## src/rtl/cache_pkg.sv

```systemverilog
// Shared constants and types for the cache line adaptor.
package cache_pkg;

  localparam int LINE_W  = 256;
  localparam int BURST_W = 64;
  localparam int ADDR_W  = 32;
  localparam int BEATS   = LINE_W / BURST_W;
  localparam int OFS     = $clog2(LINE_W / 8);
  localparam int CNT_W   = (BEATS > 1) ? $clog2(BEATS) : 1;

  // Byte-offset bits within a line; cleared to line-align an address.
  localparam logic [ADDR_W-1:0] OFS_MASK = ADDR_W'((64'd1 << OFS) - 64'd1);

  typedef enum logic [1:0] {
    IDLE  = 2'd0,
    READ  = 2'd1,
    WRITE = 2'd2,
    DONE  = 2'd3
  } adaptor_state_t;

  typedef logic [LINE_W-1:0]  line_t;
  typedef logic [BURST_W-1:0] beat_t;

  // Line-align a byte address by clearing the in-line offset bits.
  function automatic logic [ADDR_W-1:0] align_addr(input logic [ADDR_W-1:0] a);
    return a & ~OFS_MASK;
  endfunction

endpackage

```

## src/rtl/cacheline_adaptor.sv

```systemverilog
// Cache line <-> memory burst adaptor. One line fill or writeback is split
// into BEATS beats of BURST_W bits; the cache side sees one request and one
// resp_o pulse. Optional performance counters are built when the macro
// CACHELINE_ADAPTOR_PERF_EN is defined; otherwise the perf ports read 0.
module cacheline_adaptor
  import cache_pkg::*;
(
  input  logic              clk,
  input  logic              rst_n,
  input  logic [LINE_W-1:0] line_i,
  output logic [LINE_W-1:0] line_o,
  input  logic [ADDR_W-1:0] address_i,
  input  logic              read_i,
  input  logic              write_i,
  output logic              resp_o,
  input  logic [BURST_W-1:0] burst_i,
  output logic [BURST_W-1:0] burst_o,
  output logic [ADDR_W-1:0] address_o,
  output logic              read_o,
  output logic              write_o,
  input  logic              resp_i,
  output logic [31:0]       perf_rd_cnt,
  output logic [31:0]       perf_wr_cnt,
  output logic [31:0]       perf_stall_cnt
);

  localparam logic [CNT_W-1:0] LAST_BEAT = CNT_W'(BEATS - 1);

  adaptor_state_t   state_r;
  logic [CNT_W-1:0] cnt_r;
  logic [CNT_W-1:0] next_cnt_s;
  logic             last_beat_s;
  line_t            line_r;     // fill buffer, drives line_o
  line_t            wb_line_r;  // latched writeback line
  logic [ADDR_W-1:0] address_r;
  beat_t            burst_r;
  logic             read_r;
  logic             write_r;
  logic             resp_r;

  // Beat counter helpers shared by the read and write paths.
  always_comb begin
    next_cnt_s  = cnt_r + CNT_W'(1);
    last_beat_s = (cnt_r == LAST_BEAT);
  end

  // Transaction FSM with registered bus and response outputs.
  always_ff @(posedge clk or negedge rst_n) begin
    if (!rst_n) begin
      state_r   <= IDLE;
      cnt_r     <= '0;
      line_r    <= '0;
      wb_line_r <= '0;
      address_r <= '0;
      burst_r   <= '0;
      read_r    <= 1'b0;
      write_r   <= 1'b0;
      resp_r    <= 1'b0;
    end else begin
      case (state_r)
        IDLE: begin
          // Writeback wins when both requests are raised together.
          if (write_i) begin
            wb_line_r <= line_i;
            address_r <= align_addr(address_i);
            burst_r   <= line_i[BURST_W-1:0];
            cnt_r     <= '0;
            write_r   <= 1'b1;
            state_r   <= WRITE;
          end else if (read_i) begin
            address_r <= align_addr(address_i);
            cnt_r     <= '0;
            read_r    <= 1'b1;
            state_r   <= READ;
          end else begin
            state_r   <= IDLE;
          end
        end
        READ: begin
          if (resp_i) begin
            line_r[int'(cnt_r)*BURST_W +: BURST_W] <= burst_i;
            if (last_beat_s) begin
              cnt_r   <= '0;
              read_r  <= 1'b0;
              resp_r  <= 1'b1;
              state_r <= DONE;
            end else begin
              cnt_r   <= next_cnt_s;
            end
          end else begin
            state_r <= READ;
          end
        end
        WRITE: begin
          if (resp_i) begin
            if (last_beat_s) begin
              cnt_r   <= '0;
              write_r <= 1'b0;
              burst_r <= '0;
              resp_r  <= 1'b1;
              state_r <= DONE;
            end else begin
              cnt_r   <= next_cnt_s;
              burst_r <= wb_line_r[int'(next_cnt_s)*BURST_W +: BURST_W];
            end
          end else begin
            state_r <= WRITE;
          end
        end
        DONE: begin
          resp_r    <= 1'b0;
          address_r <= '0;
          state_r   <= IDLE;
        end
        default: begin
          cnt_r     <= '0;
          address_r <= '0;
          burst_r   <= '0;
          read_r    <= 1'b0;
          write_r   <= 1'b0;
          resp_r    <= 1'b0;
          state_r   <= IDLE;
        end
      endcase
    end
  end

  assign line_o    = line_r;
  assign address_o = address_r;
  assign burst_o   = burst_r;
  assign read_o    = read_r;
  assign write_o   = write_r;
  assign resp_o    = resp_r;

`ifdef CACHELINE_ADAPTOR_PERF_EN
  logic [31:0] perf_rd_r;
  logic [31:0] perf_wr_r;
  logic [31:0] perf_stall_r;

  // Completed-transaction and stall counters, free-running and wrapping.
  always_ff @(posedge clk or negedge rst_n) begin
    if (!rst_n) begin
      perf_rd_r    <= 32'd0;
      perf_wr_r    <= 32'd0;
      perf_stall_r <= 32'd0;
    end else begin
      if (state_r == READ && resp_i && last_beat_s) begin
        perf_rd_r <= perf_rd_r + 32'd1;
      end
      if (state_r == WRITE && resp_i && last_beat_s) begin
        perf_wr_r <= perf_wr_r + 32'd1;
      end
      if ((state_r == READ || state_r == WRITE) && !resp_i) begin
        perf_stall_r <= perf_stall_r + 32'd1;
      end
    end
  end

  assign perf_rd_cnt    = perf_rd_r;
  assign perf_wr_cnt    = perf_wr_r;
  assign perf_stall_cnt = perf_stall_r;
`else
  assign perf_rd_cnt    = 32'd0;
  assign perf_wr_cnt    = 32'd0;
  assign perf_stall_cnt = 32'd0;
`endif

endmodule

```

## config.mk

```make
export PLATFORM = sky130hd
export DESIGN_NAME = cacheline_adaptor
export DESIGN_NICKNAME = d
export VERILOG_FILES = /design/src/rtl/cache_pkg.sv /design/src/rtl/cacheline_adaptor.sv
export SDC_FILE = /design/constraint.sdc
export NUM_CORES = 1
export LEC_CHECK = 0
export ABC_AREA = 0
export CORE_AREA = 3 3 312 314
export DETAILED_ROUTE_END_ITERATION = 7
export DIE_AREA = 0 0 315 317
export GPL_ROUTABILITY_DRIVEN = 0
export PLACE_DENSITY = 0.5
export REMOVE_ABC_BUFFERS = 1
export SKIP_LAST_GASP = 1
export SYNTH_ARGS = -nofsm -noshare
export SYNTH_HDL_FRONTEND = slang
export SYNTH_SLANG_ARGS = --single-unit
export TNS_END_PERCENT = 50
```

## constraint.sdc

```tcl
create_clock -name clk -period 4.8 [get_ports clk]
set_input_delay 0.48 -clock clk [delete_from_list [all_inputs] [get_ports clk]]
set_output_delay 0.48 -clock clk [all_outputs]
set_load 0.005 [all_outputs]
```

# Yosys cells after proc, flatten, opt, wreduce, memory -nomap -nowiden
# Cells that the tools add are included.
op_classes:
  mux: 29
  n_shift: 3
  addsub: 2
  n_eq_ne: 14
  reduce_logical: 15
op_table:
  columns: ["operator", "n"]
  rows:
  - ["$bwmux W256", 1]
  - ["$shift A64 B33 Y256 const A", 1]
  - ["$shiftx A256 B9 Y64", 1]
  - ["$shiftx A64 B33 Y256", 1]
  - ["$mux W64", 3]
  - ["$pmux W64 S2", 1]
  - ["$mux W32", 2]
  - ["$pmux W32 S2", 1]
  - ["$neg A8 Y33", 1]
  - ["$mux W2", 8]
  - ["$ne A2 B2 Y1 const B", 7]
  - ["$reduce_bool A2 Y1", 5]
  - ["$reduce_and A3 Y1", 3]
  - ["$mux W1", 8]
  - ["$pmux W2 S4", 1]
  - ["$eq A2 B2 Y1 const B", 3]
  - ["$pmux W1 S2", 3]
  - ["$reduce_and A2 Y1", 3]
  - ["$reduce_and A5 Y1", 1]
  - ["$ne A2 B1 Y1 const B", 2]
  - ["$pmux W2 S2", 1]
  - ["$reduce_and A4 Y1", 1]
  - ["$ne A3 B3 Y1 const B", 1]
  - ["$add A2 B1 Y2 const B", 1]
  - ["other kinds (3)", 3]
word_totals:
  inputBits: 357
  elab_cells: 72
  output_inout_bits: 451
  regBits: 615

# Logic depth before layout (Yosys ltp)
# Gate-level depths: netlist of the first run.
depth:
  depth_word: 5
  mapped_depth: 9
  mapped_depth_nobuf: 5

# Worst setup path before layout of the first run
# No wires, ideal clock.
synth_path:
  path_type: "flip-flop to flip-flop"
  start: "register cnt_r[0]"
  end: "register burst_r[34] (netlist: burst_o[34])"
  path_slack_ns: 2.538
  path_buffers: 4
  synth_period_minus_slack_ns: 2.262
  arrival_time_ns: 2.136
  path_stages_with_launch: 9
  required_time_ns: 4.674
  path_cell_list: "dfrtp_1 > buf_6 > inv_2 > ha_1 > buf_2 > buf_4 > clkbuf_1 > mux4_2 > a221o_1"
synth_between:
  elab_chain_cells: 5
  elab_cells_between_ends: 6
  classes_between: "add/sub: 1; eq/ne: 1; shift: 1; mux: 3"
synth_lines:
  columns: ["item", "line", "rtl"]
  rows:
  - ["start, declared", "cacheline_adaptor.sv:30", "logic [CNT_W-1:0] cnt_r;"]
  - ["start signal, assigned", "cacheline_adaptor.sv:88", "cnt_r <= next_cnt_s;"]
  - ["start signal, assigned", "cacheline_adaptor.sv:103", "cnt_r <= next_cnt_s;"]
  - ["$add A2 B1 Y2", "cacheline_adaptor.sv:43", "next_cnt_s = cnt_r + CNT_W'(1);"]
  - ["$shiftx A256 B9 Y64", "cacheline_adaptor.sv:104", "burst_r <= wb_line_r[int'(next_cnt_s)*BURST_W +: BURST_W];"]
  - ["$mux W64 *", "cacheline_adaptor.sv:96", "if (last_beat_s) begin"]
  - ["$mux W64 *", "cacheline_adaptor.sv:95", "if (resp_i) begin"]
  - ["$pmux W64 S2 *", "cacheline_adaptor.sv:60", "case (state_r)"]
  - ["end signal, assigned", "cacheline_adaptor.sv:66", "burst_r <= line_i[BURST_W-1:0];"]
  - ["end signal, assigned", "cacheline_adaptor.sv:104", null]
  - ["end, declared", "cacheline_adaptor.sv:36", "beat_t burst_r;"]
# Mark *: on every way between the ends. The rest lies on a longest branch, timed or not. The select of a mux whose other input is x is not followed.
# A chain may end at the register's enable or synchronous reset.

# Worst setup path after layout of the first run
layout_path:
  start: "register cnt_r[0]"
  end: "register burst_r[16] (netlist: burst_o[16])"
# The elaborated chain is that of the path after synthesis.

==> flow_metrics.env, run 1 <==
export IMPL_power_density_nw_per_um2=609
export IMPL_vdd_drop_max_mv=0.391
export IMPL_cts_tree="yes"
export IMPL_synth_avg_cell_area_sq_um=13.2
export IMPL_fin_skew_ns=0.0128
export IMPL_slowest_delay_ns=0.76
export IMPL_overflow=0
export IMPL_synth_warnings=0
export IMPL_synth_most_common_cell="dfrtp_1"
export IMPL_cts_buffer_depth=3
export IMPL_power_leakage_nw=15.5
export IMPL_max_cap_violations=0
export IMPL_path_cells="buf_4 > buf_4 > mux4_2 > a221o_1"
export IMPL_num_vias=18600
export IMPL_dp_hpwl_um=60700
export IMPL_status="completed"
export IMPL_final_instance_count_excl_fill=3952
export IMPL_worst_path_max_fanout=32
export IMPL_fmax_mhz=328
export IMPL_synthTopCellsByCount="dfrtp_1, nand2_1, mux2_1"
export IMPL_period_share_pct=63.5
export IMPL_drtPass1Iterations=7
export IMPL_yosys_area_top_type="dfrtp_1"
export IMPL_slew_viol_final=0
export IMPL_vias_per_cell=4.71
export IMPL_synth_ff_type="dfrtp_1"
export IMPL_slowest_stage="dfrtp_4"
export IMPL_min_period_ns=3.05
export IMPL_die_height_um=317
export IMPL_initial_utilization_pct=27.3
export IMPL_drc=0
export IMPL_crit_family="buffers and inverters"
export IMPL_die_area_sq_um=99900
export IMPL_crit_type="reg -> reg"
export IMPL_slew_limit_headroom_pct=30.5
export IMPL_cts_sinks=610
export IMPL_grt_pass1_vias=20400
export IMPL_min_path_cells=3
export IMPL_crit_path_end_kind="register"
export IMPL_clk_latency_ns=0.61
export IMPL_die_width_um=315
export IMPL_hold_path_class="in -> reg"
export IMPL_synth_area_leaders="dfrtp_1, mux2_1, a22o_1, mux4_2, nand2_1"
export IMPL_netlist_cell_type_count=39
export IMPL_rows=113
export IMPL_synth_async_reset_ratio_pct=100
export IMPL_synth_seq_cells=610
export IMPL_core_area_sq_um=94900
export IMPL_routedWlPerCell_um=23.0
export IMPL_cts_made_buffers=73
export IMPL_antenna_left=0
export IMPL_cts_clk_slew_worst_paths_ns=0.06
export IMPL_cts_root_buf="clkbuf_16"
export IMPL_port_buffers=701
export IMPL_cp_data_arrival_time_ns=3.54
export IMPL_initialDrtViolationCount=963
export IMPL_htreeDepth=3
export IMPL_hold_viol_final=0
export IMPL_drive_above_1_share_pct=8.92
export IMPL_area_delta_synth_final_pct=40.3
export IMPL_grt_usage_pct=17.7
export IMPL_rsz0062_at_grt="false"
export IMPL_cp_required_ns=5.29
export IMPL_ios=808
export IMPL_wl_um=90700
export IMPL_synthCells=1961
export IMPL_n_fill_cell=9027
export IMPL_reg2reg_depth=4
export IMPL_finalSetupViolCount=0
export IMPL_grt_antenna_before_repair=12
export IMPL_cp_buffers_inverters=2
export IMPL_ys_seq_area_share_pct=58.9
export IMPL_crit_top_cell="buf_4"
export IMPL_grt_max_degree=126
export IMPL_synth_edf_count=0
export IMPL_place_inst=3816
export IMPL_synth_top_area_share_pct=58.9
export IMPL_fin_util_pct=38.3
export IMPL_power_mw=22.2
export IMPL_path_depth=4
export IMPL_worst_slew_pin_slew_ns=1.04
export IMPL_startpoint_type="register"
export IMPL_synth_area_sq_um=25900
export IMPL_nets=2996
export IMPL_grt_pass1_wl_um=134000
==> metal layers <==
metal / wire length [um] / global-route usage (%)
met2: 42700 / 28.9
met1: 37700 / 22.1
met5: 44 / 0
met4: 2080 / 5.25
met3: 8200 / 6.10
==> final cells by class <==
cell class / instances / area (sq um) / share of cell area, %
diodes: 8 / 20.0 / 0.0551
clock inverters: 22 / 262 / 0.719
inverters: 8 / 30.0 / 0.0826
well taps: 1265 / 1580 / 4.35
repair buffers: 742 / 7400 / 20.4
flip-flops and latches: 610 / 15300 / 42.0
multi-input cells: 1192 / 9640 / 26.5
clock buffers: 105 / 2150 / 5.91
==> worst register-to-register path: cells and delay by family (launching register included) <==
kind | cells | cell delay (ns)
flip-flops | 1 | 0.76
AO/OA/AOI/OAI | 1 | 0.32
multiplexers | 1 | 0.66
buffers and inverters | 2 | 1.19
==> sequential cells by signal, summed over array words and instances (netlist names) <==
register / cells
line_o: 256
burst_o: 64
resp_o: 1
wb_line_r: 256
cnt_r: 2
read_o: 1
state_r: 2
write_o: 1
address_o: 27
==> cell usage in the layout (no fill, tap or decap), types with 16 or more instances in the layout <==
cell             count
nand3_1             52
buf_4               34
a22o_1             195
mux4_2              64
a21oi_1             52
clkbuf_16           75
dfrtp_1            609
clkdlybuf4s50_1    699
o21ai_1             62
nand2_1            231
nor2b_1             28
nand2b_1            55
conb_1             101
a221o_1             64
mux2_1             231
clkbuf_8            16
==> where the power goes <==
group | total, mW | internal, mW | switching (mW)
clock | 5.58 | 3.33 | 2.24
sequential | 8.40 | 7.21 | 1.20
combinational | 8.17 | 4.62 | 3.55
total | 22.2 | 15.2 | 6.99
==> final timing paths <==
check	from	endpoint	slack, ns
hold reg to reg	wb_line_r[33]	wb_line_r[33]	0.48
min in group asynchronous	rst_n	wb_line_r[232]	0.47
hold / removal	write_i	state_r[1]	0.28
max in group asynchronous	rst_n	wb_line_r[167]	2.98
setup reg to reg	cnt_r[0]	burst_o[16]	1.75
setup / recovery	cnt_r[0]	burst_o[16]	1.75
==> kinds of logic after synthesis <==
| group | after synthesis | synth area share [%] |
|---|---|---|
| simple gates | 399 | 7.39 |
| fa+ha+maj | 12 | 0.580 |
| compound gates | 381 | 11.5 |
| other cells | 1 | 0.0145 |
| flops | 610 | 58.9 |
| mux | 299 | 15.8 |
| buf+inv | 259 | 5.83 |
==> repair_timing <==
item,in CTS,in global routing
gates resized for setup,0,0
endpoints found under the setup margin,0,0
setup buffers,0,0
hold buffers,1,0
endpoints found under the hold margin,80,0
==> per-stage QoR <==
step | instance area, sq um | TNS, ns | hold slack, ns | setup slack (ns)
detailed placement | 33900 | 0 | 0.460 | 1.54
CTS | 36300 | 0 | 0.243 | 1.63
global route | 36300 | 0 | 0.274 | 1.52
finish | 36400 | 0 | 0.280 | 1.75
global placement | 33900 | 0 | 0.455 | 1.58
floorplan | 24800 | -1862.71 | 0.184 | -4.85
(Power assumes the default switching activity.)
==> run 2: changes to the inputs <==
- PLACE_DENSITY: 0.5 -> 0.51
- clock period: 4.8 -> 2.56 ns (I/O delays scaled with it)
==> flow_metrics.env, run 2 (same netlist as run 1, synthesis figures left out) <==
export IMPL_crit_type="reg -> reg"
export IMPL_cts_root_buf="clkbuf_16"
export IMPL_cts_tree="yes"
export IMPL_worst_path_max_fanout=19
export IMPL_dp_hpwl_um=64800
export IMPL_nets=3017
export IMPL_cts_resized=0
export IMPL_fmax_mhz=433
export IMPL_area_delta_synth_final_pct=41.6
export IMPL_finalInstanceArea_sq_um=36700
export IMPL_rsz0062_at_grt="false"
export IMPL_worstHoldStart="write_i"
export IMPL_core_area_sq_um=94900
export IMPL_min_path_cells=4
export IMPL_cts_made_buffers=74
export IMPL_hold_path_end="wb_line_r[34]"
export IMPL_grt_pass1_wl_um=138000
export IMPL_final_instance_count_excl_fill=3973
export IMPL_grt_pass1_vias=20400
export IMPL_crit_path_end_kind="register"
export IMPL_cts_buffer_depth=3
export IMPL_reg2reg_depth=6
export IMPL_final_common_cell="clkdlybuf4s50_1"
export IMPL_power_density_nw_per_um2=1140
export IMPL_port_buffers=701
export IMPL_slew_viol_final=0
export IMPL_grt_antenna_before_repair=12
export IMPL_routedWlPerCell_um=23.7
export IMPL_clk_latency_ns=0.63
export IMPL_power_leakage_nw=15.6
export IMPL_finalSetupViolCount=0
export IMPL_period_share_pct=90.3
export IMPL_place_inst=3836
export IMPL_place_ws_ns=0.188
export IMPL_die_height_um=317
export IMPL_reg2reg_from="cnt_r[0]"
export IMPL_fin_skew_ns=0.0292
export IMPL_die_width_um=315
export IMPL_initial_utilization_pct=27.3
export IMPL_status="completed"
export IMPL_grt_usage_pct=18.4
export IMPL_htreeDepth=3
export IMPL_cts_clk_slew_worst_paths_ns=0.06
export IMPL_num_vias=18900
export IMPL_cp_required_ns=3.11
export IMPL_grt_max_degree=88
export IMPL_hold_viol_final=0
export IMPL_r2r_setup_slack_ns=0.25
export IMPL_antenna_left=0
export IMPL_vias_per_cell=4.76
export IMPL_drc=0
export IMPL_startpoint_type="register"
export IMPL_fin_ws_ns=0.248
export IMPL_drive_above_1_share_pct=9.48
export IMPL_fin_util_pct=38.7
export IMPL_rows=113
export IMPL_max_cap_violations=0
export IMPL_cts_sinks=610
export IMPL_initialDrtViolationCount=1050
export IMPL_r2r_end="line_o[143]"
export IMPL_min_period_ns=2.31
export IMPL_drtPass1Iterations=6
export IMPL_hold_buffers=1
export IMPL_worst_slew_pin_slew_ns=0.627
export IMPL_cp_data_arrival_time_ns=2.86
export IMPL_ios=808
export IMPL_dpl_cell_area_sq_um=34300
export IMPL_hold_path_class="in -> reg"
export IMPL_finalSetupTns_ns=0
export IMPL_slew_limit_headroom_pct=58.1
export IMPL_die_area_sq_um=99900
export IMPL_vdd_drop_max_mv=0.516
export IMPL_wl_um=94300
export IMPL_final_cell_mix="clkdlybuf4s50_1, dfrtp_1, nand2_1, mux2_1, a22o_1"
export IMPL_post_cts_setup_buffer_count=0
export IMPL_overflow=0
export IMPL_power_mw=41.9
export IMPL_worst_hold_slack_ns=0.203
run 2: cell count changes in the layout (fill, tap and decap cells not counted), moves of 2 or more:
| cell | delta |
|---|---|
| clkbuf_1 | +4 |
| clkbuf_8 | -4 |
| buf_12 | +20 |
| clkinv_2 | +2 |
run 2: layout make-up:
type | instances | area, sq um
inverter | 8 | 30.0
tap | 1265 | 1580
timing repair buffer | 762 | 7800
fill | 9002 | 58200
multi-input combinational | 1192 | 9640
sequential | 610 | 15300
antenna | 8 | 20.0
clock inverter | 23 | 240
clock buffer | 105 | 2110
run 2: report_power, final:
group          leakage, nW  internal [mW]  switching, mW
Combinational         6.72           8.95           6.85
Sequential            7.75           13.5           2.32
Clock                 1.16           6.05           4.24
Total                 15.6           28.5           13.4
run 2: how the worst max path moves through the flow:
stage | startpoint | endpoint | slack (ns) | depth (start not counted)
global placement | cnt_r[0] | line_o[178] | 0.25 | 6
finish | cnt_r[0] | line_o[143] | 0.25 | 6
detailed placement | cnt_r[0] | line_o[143] | 0.19 | 6
CTS | cnt_r[0] | line_o[162] | 0.18 | 6
floorplan | state_r[0] | wb_line_r[0] | -7.09 | 4
global route | cnt_r[0] | line_o[143] | 0.11 | 6
run 2: worst max-delay path, stage by stage, from the launching register on:
cell and delay [ns]:
dfrtp_4 0.51, inv_2 0.14, ha_4 0.42, inv_1 0.14, nor4b_4 0.44, buf_4 0.39
a22o_1 0.19
run 2: metal layers:
metal  share of wire [%]  track usage [%]  vias up
met5                0.10                0        -
met4                 1.9             4.99       14
met3                 9.1             6.68      125
met2                  47             29.8      753
met1                  42             23.1     9723
li1                    -                -     8286
